`config.mk`:
```
export PLATFORM = sky130hd
export DESIGN_NAME = fft_pass_counter
export DESIGN_NICKNAME = d
export VERILOG_FILES = /design/src/rtl/fft_pass_counter.sv
export SDC_FILE = /design/constraint.sdc
export NUM_CORES = 1
export LEC_CHECK = 0
export CAP_MARGIN = 20
export CELL_PAD_IN_SITES_DETAIL_PLACEMENT = 1
export CELL_PAD_IN_SITES_GLOBAL_PLACEMENT = 1
export CORE_MARGIN = 2
export CORE_UTILIZATION = 42
export DETAILED_ROUTE_END_ITERATION = 8
export PLACE_DENSITY_LB_ADDON = 0.1
export SLEW_MARGIN = 25
export SYNTH_ARGS = -nofsm -noshare
export SYNTH_HDL_FRONTEND = slang
export SYNTH_SLANG_ARGS = --single-unit
```
`constraint.sdc`:
```
create_clock -name clk -period 6 [get_ports clk]
set_input_delay 0.6 -clock clk [delete_from_list [all_inputs] [get_ports clk]]
set_output_delay 0.6 -clock clk [all_outputs]
set_load 0.02 [all_outputs]
```
`src/rtl/fft_pass_counter.sv`:
```
// Beat/pass counter for a 256-point FFT stage: counts valid beats up to a runtime
// threshold, then counts threshold wraps as passes, pulsing full/done on completion.
module fft_pass_counter #(
    parameter int CNT_W      = 8,
    parameter int PASS_W     = 3,
    parameter int NUM_PASSES = 8,
    parameter int AUTO_RST   = 0
) (
    input  logic              clk,
    input  logic              rst,
    input  logic [CNT_W-1:0]  thresh,
    input  logic              start,
    input  logic              stop,
    input  logic              valid,
    output logic [CNT_W-1:0]  cnt,
    output logic [PASS_W-1:0] pass,
    output logic              busy,
    output logic              not_zero,
    output logic              full,
    output logic              done,
    output logic              cfg_err
);

    typedef enum logic {IDLE = 1'b0, RUN = 1'b1} state_t;

    localparam logic [PASS_W-1:0] LAST_PASS = PASS_W'(NUM_PASSES - 1);

    state_t             state, state_n;
    logic [CNT_W-1:0]   thresh_q, thresh_n;
    logic [CNT_W-1:0]   cnt_n;
    logic [PASS_W-1:0]  pass_n;
    logic               full_n, done_n, err_n;

    always_comb begin
        state_n  = state;
        thresh_n = thresh_q;
        cnt_n    = cnt;
        pass_n   = pass;
        full_n   = 1'b0;
        done_n   = 1'b0;
        err_n    = 1'b0;
        if (stop) begin
            // stop wins over start and over a wrapping beat in the same cycle
            state_n = IDLE;
            cnt_n   = '0;
            pass_n  = '0;
        end else if (state == IDLE) begin
            if (start) begin
                if (thresh != '0) begin
                    state_n  = RUN;
                    thresh_n = thresh;
                    cnt_n    = '0;
                    pass_n   = '0;
                end else begin
                    err_n = 1'b1;
                end
            end
        end else if (valid) begin
            if (cnt == thresh_q - CNT_W'(1)) begin
                cnt_n  = '0;
                full_n = 1'b1;
                if (pass == LAST_PASS) begin
                    done_n = 1'b1;
                    pass_n = '0;
                    if (AUTO_RST == 0)
                        state_n = IDLE;
                end else begin
                    pass_n = pass + PASS_W'(1);
                end
            end else begin
                cnt_n = cnt + CNT_W'(1);
            end
        end
    end

    // busy/not_zero are registered from next-state values so they line up with cnt/done
    always_ff @(posedge clk or posedge rst) begin
        if (rst) begin
            state    <= IDLE;
            thresh_q <= '0;
            cnt      <= '0;
            pass     <= '0;
            busy     <= 1'b0;
            not_zero <= 1'b0;
            full     <= 1'b0;
            done     <= 1'b0;
            cfg_err  <= 1'b0;
        end else begin
            state    <= state_n;
            thresh_q <= thresh_n;
            cnt      <= cnt_n;
            pass     <= pass_n;
            busy     <= (state_n == RUN);
            not_zero <= (cnt_n != '0);
            full     <= full_n;
            done     <= done_n;
            cfg_err  <= err_n;
        end
    end

endmodule
```
==> results_dict.tcl, run 1 <==
set metrics [dict create \
    drv_slew 0 \
    diodes 0 \
    worstReg2RegStart "thresh_q[0]" \
    cts_buffers 3 \
    fin_crit_sh 0.497 \
    postCtsResizedCells 0 \
    dieArea_mm2 0.00414 \
    clk_latency_ps 310 \
    drtAntennaViolNets 0 \
    cp-start-kind "register" \
    place.gp.congestion 0.899 \
    p_seq_frac 0.547 \
    die_x_um 64.3 \
    grt_max_degree 25 \
    yosysUniqueCellTypes 51 \
    synthFlopType "dfrtp_1" \
    critPathBufInv 1 \
    via_per_inst 5.75 \
    synthTopCellsByCount "dfrtp_1 (24), nand2_1 (11), mux2_2 (10), nor2_1 (10), inv_1 (9)" \
    area.growth.synth_to_final_pct 21.1 \
    drtIter0Drc 66 \
    p_int_w 0.000241 \
    yosysTopAreaCell "dfrtp_1" \
    start_util 0.448 \
    holdBufCountCts 0 \
    drc 0 \
    drive_above_1_share 0.141 \
    worstHoldPathCells 1 \
    holdWs_ps 553 \
    wl_per_cell_um 17.0 \
    vdd.ir_drop.worst_mv 0.113 \
    antenna_found_initial 0 \
    cp.arrival_ps 3180 \
    cts_setup_buffers 0 \
    fin_nets 196 \
    cts_root_buf "clkbuf_4" \
    vias 1283 \
    routed_wl_mm 3.79 \
    grt_pass1_vias 1335 \
    clockBufferDepth 2 \
    grt_pass1_wl_mm 6.47 \
    synth_most_common_cell "dfrtp_1" \
    r2r_slack_ps 3020 \
    core_mm2 0.00342 \
    fin_crit_ps 2980 \
    hp-start "pass[1]" \
    synthTopCellsByArea "dfrtp_1 (39%), mux2_2 (7.4%), xnor2_1 (3.4%)" \
    ioPinCount 29 \
    hpwl_mm 2.96 \
    tightest_slew_ps 933 \
    status "finished, final reports clean" \
    drtPass1Iterations 4 \
    htree_levels 1 \
    slowest_stage "a2111oi_4" \
    postSynthCellCount 155 \
    finalSetupTns_ps 0 \
    cp_cell_sequence "inv_1 > ha_1 > o21bai_1 > a2111oi_2 > a311oi_2 > a2111oi_4 > nor2_2 > a221oi_2 > nand4b_1" \
    grt_usage 0.204 \
    sw_frac_of_total 0.323 \
    hold_viol 0 \
    avgSynthCellArea_um2 9.86 \
    cts_num_sinks 24 \
    finClkSkew_ps 3.74 \
    end_kind "register" \
    timing.rr.end "not_zero" \
    cts.clk_slew.worst_paths_ps 130 \
    p_switching_w 0.000115 \
    postSynth.asyncResetShare 1.00 \
    powerDensity_mw_per_mm2 192 \
    hold_end "pass[1]" \
    worstPathRequired_ps 6200 \
    synth-edff-count 0 \
    rr_worst_depth 9 \
    grt_overflow_total 0 \
    synth_warnings 0 \
    synth_nets 172 \
    numPortBuffers 28 \
    p_leak_nw 0.708 \
    synth-seq-area-share 0.393 \
    synth_area_mm2 0.00153 \
    crit_family "compound AO/OA/AOI/OAI gates" \
    rows 21 \
    max_freq_ghz 0.335 \
    setup_viol 0 \
    synth_top_area_share 0.393 \
    path_max_fanout 11 \
    worstSetupPathType "register to register" \
    power.share.clock 0.201 \
    ys_seq_elements 24 \
    share_comb_of_total_power 0.252 \
    relSlewSlack 0.373 \
    drv_cap 0 \
    slowest_delay_ps 680 \
    die_h_um 64.3 \
    holdCritPathClass "register to register" \
    cts_tree "built" \
    rsz0062_at_grt "false" \
]
## power groups by stage
stage / Combinational [W] / Clock [W] / Sequential (W)
6_report: 0.0000897 / 0.0000715 / 0.000195
5_1_grt: 0.0000999 / 0.0000818 / 0.000197
4_1_cts: 0.0000878 / 0.0000754 / 0.000194
3_5_place_dp: 0.0000874 / 0 / 0.000198
3_3_place_gp: 0.0000831 / 0 / 0.000197
2_1_floorplan: 0.0000677 / 0 / 0.000191
## kinds of logic (layout without fill, tap and decap cells)
logic type / Yosys count / after routing / synth area share
mux: 10 / 10 / 0.0737
simple gates: 53 / 53 / 0.199
flops: 24 / 24 / 0.393
compound gates: 35 / 35 / 0.187
buf+inv: 19 / 41 / 0.0573
fa+ha+maj: 4 / 4 / 0.0327
xor+xnor: 10 / 10 / 0.0573
## metrics by stage
stage / power (W) / instance area (um^2) / setup WS (ps) / std cells / utilization
floorplan: 0.000259 / 1530 / 3480 / 155 / -
global placement: 0.000280 / 1820 / 2790 / 220 / 0.532
detailed placement: 0.000285 / 1820 / 2680 / 220 / 0.532
CTS: 0.000358 / 1840 / 2650 / 223 / 0.538
global route: 0.000379 / 1850 / 2720 / 223 / 0.542
finish: 0.000356 / 1850 / 3020 / 223 / 0.542
## flip-flops by register name, indices dropped and copies added (netlist names)
| name | cells |
|---|---|
| cfg_err | 1 |
| cnt | 8 |
| done | 1 |
| full | 1 |
| not_zero | 1 |
| pass | 3 |
| state | 1 |
| thresh_q | 8 |
## worst max-delay path by stage
| stage | startpoint | end | slack, ps | depth (start not counted) |
|---|---|---|---|---|
| 2_1_floorplan | thresh_q[0] | not_zero | 3480 | 12 |
| 3_3_place_gp | thresh_q[0] | pass[0] | 2790 | 8 |
| 3_5_place_dp | thresh_q[0] | pass[0] | 2680 | 8 |
| 4_1_cts | thresh_q[0] | pass[0] | 2650 | 8 |
| 5_1_grt | thresh_q[0] | not_zero | 2720 | 9 |
| 6_report | thresh_q[0] | not_zero | 3020 | 9 |
## layout make-up
cell class / count / area (um^2)
flip-flops and latches: 24 / 601
inverters: 10 / 37.5
well taps: 46 / 57.6
fillers: 394 / 1560
multi-input cells: 112 / 853
repair buffers: 28 / 280
clock buffers: 3 / 22.5
## placed cells by master, fill, tap and decap left out, types with 2 or more instances in the layout
cell type,count
clkdlybuf4s50_1,28
dfrtp_1,24
nand2_1,11
nor2_1,10
mux2_2,10
inv_1,8
nor3_1,7
xnor2_1,6
a21oi_1,6
o21ai_0,5
xor2_1,4
nand2b_1,4
nand4_1,4
ha_1,4
nor4_1,3
clkbuf_4,3
and2_1,2
nor2_2,2
o21ai_1,2
nand4b_1,2
o31ai_1,2
a22o_1,2
## metal layers
metal,GRT usage,share of wire
met1,0.277,0.46
met4,0.0559,0.0055
met2,0.340,0.50
met5,0,0
met3,0.0264,0.031
(Power assumes the default switching activity.)
==> run 2, diff against run 1 <==
--- a/config.mk
+++ b/config.mk
@@ -9,7 +9,7 @@
 export CELL_PAD_IN_SITES_DETAIL_PLACEMENT = 1
 export CELL_PAD_IN_SITES_GLOBAL_PLACEMENT = 1
 export CORE_MARGIN = 2
-export CORE_UTILIZATION = 42
+export CORE_UTILIZATION = 39
 export DETAILED_ROUTE_END_ITERATION = 8
 export PLACE_DENSITY_LB_ADDON = 0.1
 export SLEW_MARGIN = 25
==> constraint.sdc (replaced) <==
create_clock -name clk -period 2.8 [get_ports clk]
set_input_delay 0.28 -clock clk [delete_from_list [all_inputs] [get_ports clk]]
set_output_delay 0.28 -clock clk [all_outputs]
set_load 0.02 [all_outputs]
==> run 2 against run 1 <==
Against the previous run: die area grew 7.2%; total power increased by 140%; fmax is 13% higher; clock skew barely moved; critical path depth is 1 higher; largest cell class unchanged; largest power group unchanged; global-route usage rose by 0.73 points; combinational power increased by 120%; worst hold slack lost 43 ps; sequential share of layout area shrank 1.4 points; cell count rose by 4.9%; final area up 4.5%.
==> results_dict.tcl, run 2 (same netlist as run 1, synthesis figures left out) <==
set metrics [dict create \
    status "finished, final reports clean" \
    cts_root_buf "clkbuf_8" \
    r2r_slack_ps 160 \
    drtPass1Iterations 4 \
    finalSetupTns_ps 0 \
    clk_latency_ps 280 \
    antenna_found_initial 0 \
    hpwl_mm 3.19 \
    drtAntennaViolNets 0 \
    drive_above_1_share 0.183 \
    routed_wl_mm 4.14 \
    worstSetupPathType "register to register" \
    end_kind "register" \
    grt_usage 0.211 \
    numPortBuffers 28 \
    vdd.ir_drop.worst_mv 0.299 \
    tightest_slew_ps 943 \
    place.gp.congestion 0.918 \
    via_per_inst 5.78 \
    slowest_delay_ps 440 \
    post-route-util 0.521 \
    drv_cap 0 \
    cts.clk_slew.worst_paths_ps 90 \
    fin_crit_sh 0.941 \
    final_common_cell "clkdlybuf4s50_1" \
    setup_viol 0 \
    hold_viol 0 \
    grt_pass1_vias 1393 \
    ioPinCount 29 \
    cts_tree "built" \
    slowest_stage "dfrtp_1" \
    drtIter0Drc 88 \
    grt_max_degree 25 \
    final.fill_count 423 \
    max_freq_ghz 0.379 \
    powerDensity_mw_per_mm2 447 \
    holdCritPathClass "input pin to asynchronous set/reset pin" \
    cts_buffers 3 \
    path_common_cell "a2111oi_2" \
    cp.arrival_ps 2790 \
    area.growth.synth_to_final_pct 26.5 \
    cts_num_sinks 24 \
    drc 0 \
    core_mm2 0.00372 \
    path_max_fanout 10 \
    power_w 0.000864 \
    multi_input_area_um2 841 \
    fin_crit_ps 2640 \
    p_leak_nw 0.769 \
    cp-start-kind "register" \
    grt_pass1_wl_mm 6.81 \
    drv_slew 0 \
    worstPathRequired_ps 2960 \
    layout_setup_ws_ps 164 \
    dieArea_mm2 0.00444 \
    reg_top3 "cnt: 8 flops, thresh_q: 8 flops, pass: 3 flops" \
    rsz0062_at_grt "false" \
    die_h_um 66.6 \
    critPathBufInv 2 \
    crit_family "compound AO/OA/AOI/OAI gates" \
    cp_cell_sequence "inv_1 > ha_1 > o21bai_1 > a2111oi_2 > a311oi_2 > a2111oi_2 > buf_4 > nor2_2 > a221oi_2 > nand4b_1" \
    wl_per_cell_um 17.7 \
    start_util 0.411 \
    grt_overflow_total 0 \
    htree_levels 1 \
    vias 1352 \
    die_x_um 66.6 \
    regArea_um2 601 \
    dp_slack_ps 145 \
    final_cell_mix "clkdlybuf4s50_1 (28), dfrtp_1 (24), nand2_1 (11)" \
    finClkSkew_ps 4.02 \
    relSlewSlack 0.371 \
    fin_nets 204 \
    rows 22 \
    clockBufferDepth 2 \
    holdBufCountCts 0 \
    diodes 0 \
]
-- run 2: cell types whose count changed in the layout (fill, tap and decap cells not counted), sizes merged --
cell and change:
buf +8, clkinv -1, clkbuf +1, inv +1
-- run 2: path summary, 6_finish.rpt --
kind                             startpoint          end  depth (start not counted)
worst max-delay path            thresh_q[1]     not_zero                         10
worst min-delay path                    rst  thresh_q[7]                          2
worst max register to register  thresh_q[1]     not_zero                         10
worst min register to register      pass[1]      pass[1]                          1
max in group asynchronous               rst       cnt[2]                          2
min in group clk                    pass[1]      pass[1]                          1
-- run 2: area by class of cell --
| class | count | share of cell area |
|---|---|---|
| Multi-Input combinational cell | 112 | 0.435 |
| Sequential cell | 24 | 0.310 |
| Timing Repair Buffer | 36 | 0.176 |
| Tap cell | 48 | 0.0310 |
| Clock buffer | 4 | 0.0285 |
| Inverter | 10 | 0.0194 |
-- run 2: per-stage QoR --
stage	instance area [um^2]	std cells	hold slack, ps
2_1_floorplan	1530	155	295
4_1_cts	1910	231	545
3_3_place_gp	1860	227	532
5_1_grt	1930	234	575
3_5_place_dp	1860	227	520
6_report	1930	234	510
-- run 2: layer usage --
| layer | vias to the layer above | wire length [um] | share of wire | track usage |
|---|---|---|---|---|
| met5 | - | 0 | 0 | 0 |
| li1 | 631 | - | - | - |
| met1 | 666 | 1820 | 0.44 | 0.273 |
| met4 | 0 | 99 | 0.024 | 0.105 |
| met2 | 45 | 2020 | 0.49 | 0.339 |
| met3 | 10 | 194 | 0.047 | 0.0372 |
-- run 2: what timing repair did --
item,in CTS,in global routing
buffers inserted,0,3
resized for setup,0,0
setup endpoints to repair,0,1
hold endpoints to repair,0,0
-- run 2: power by group --
| group | leakage (nW) | internal (W) | switching (W) |
|---|---|---|---|
| logic | 0.425 | 0.000100 | 0.000101 |
| clock network | 0.0288 | 0.000126 | 0.000126 |
| registers | 0.316 | 0.000371 | 0.0000403 |
| total | 0.769 | 0.000597 | 0.000267 |
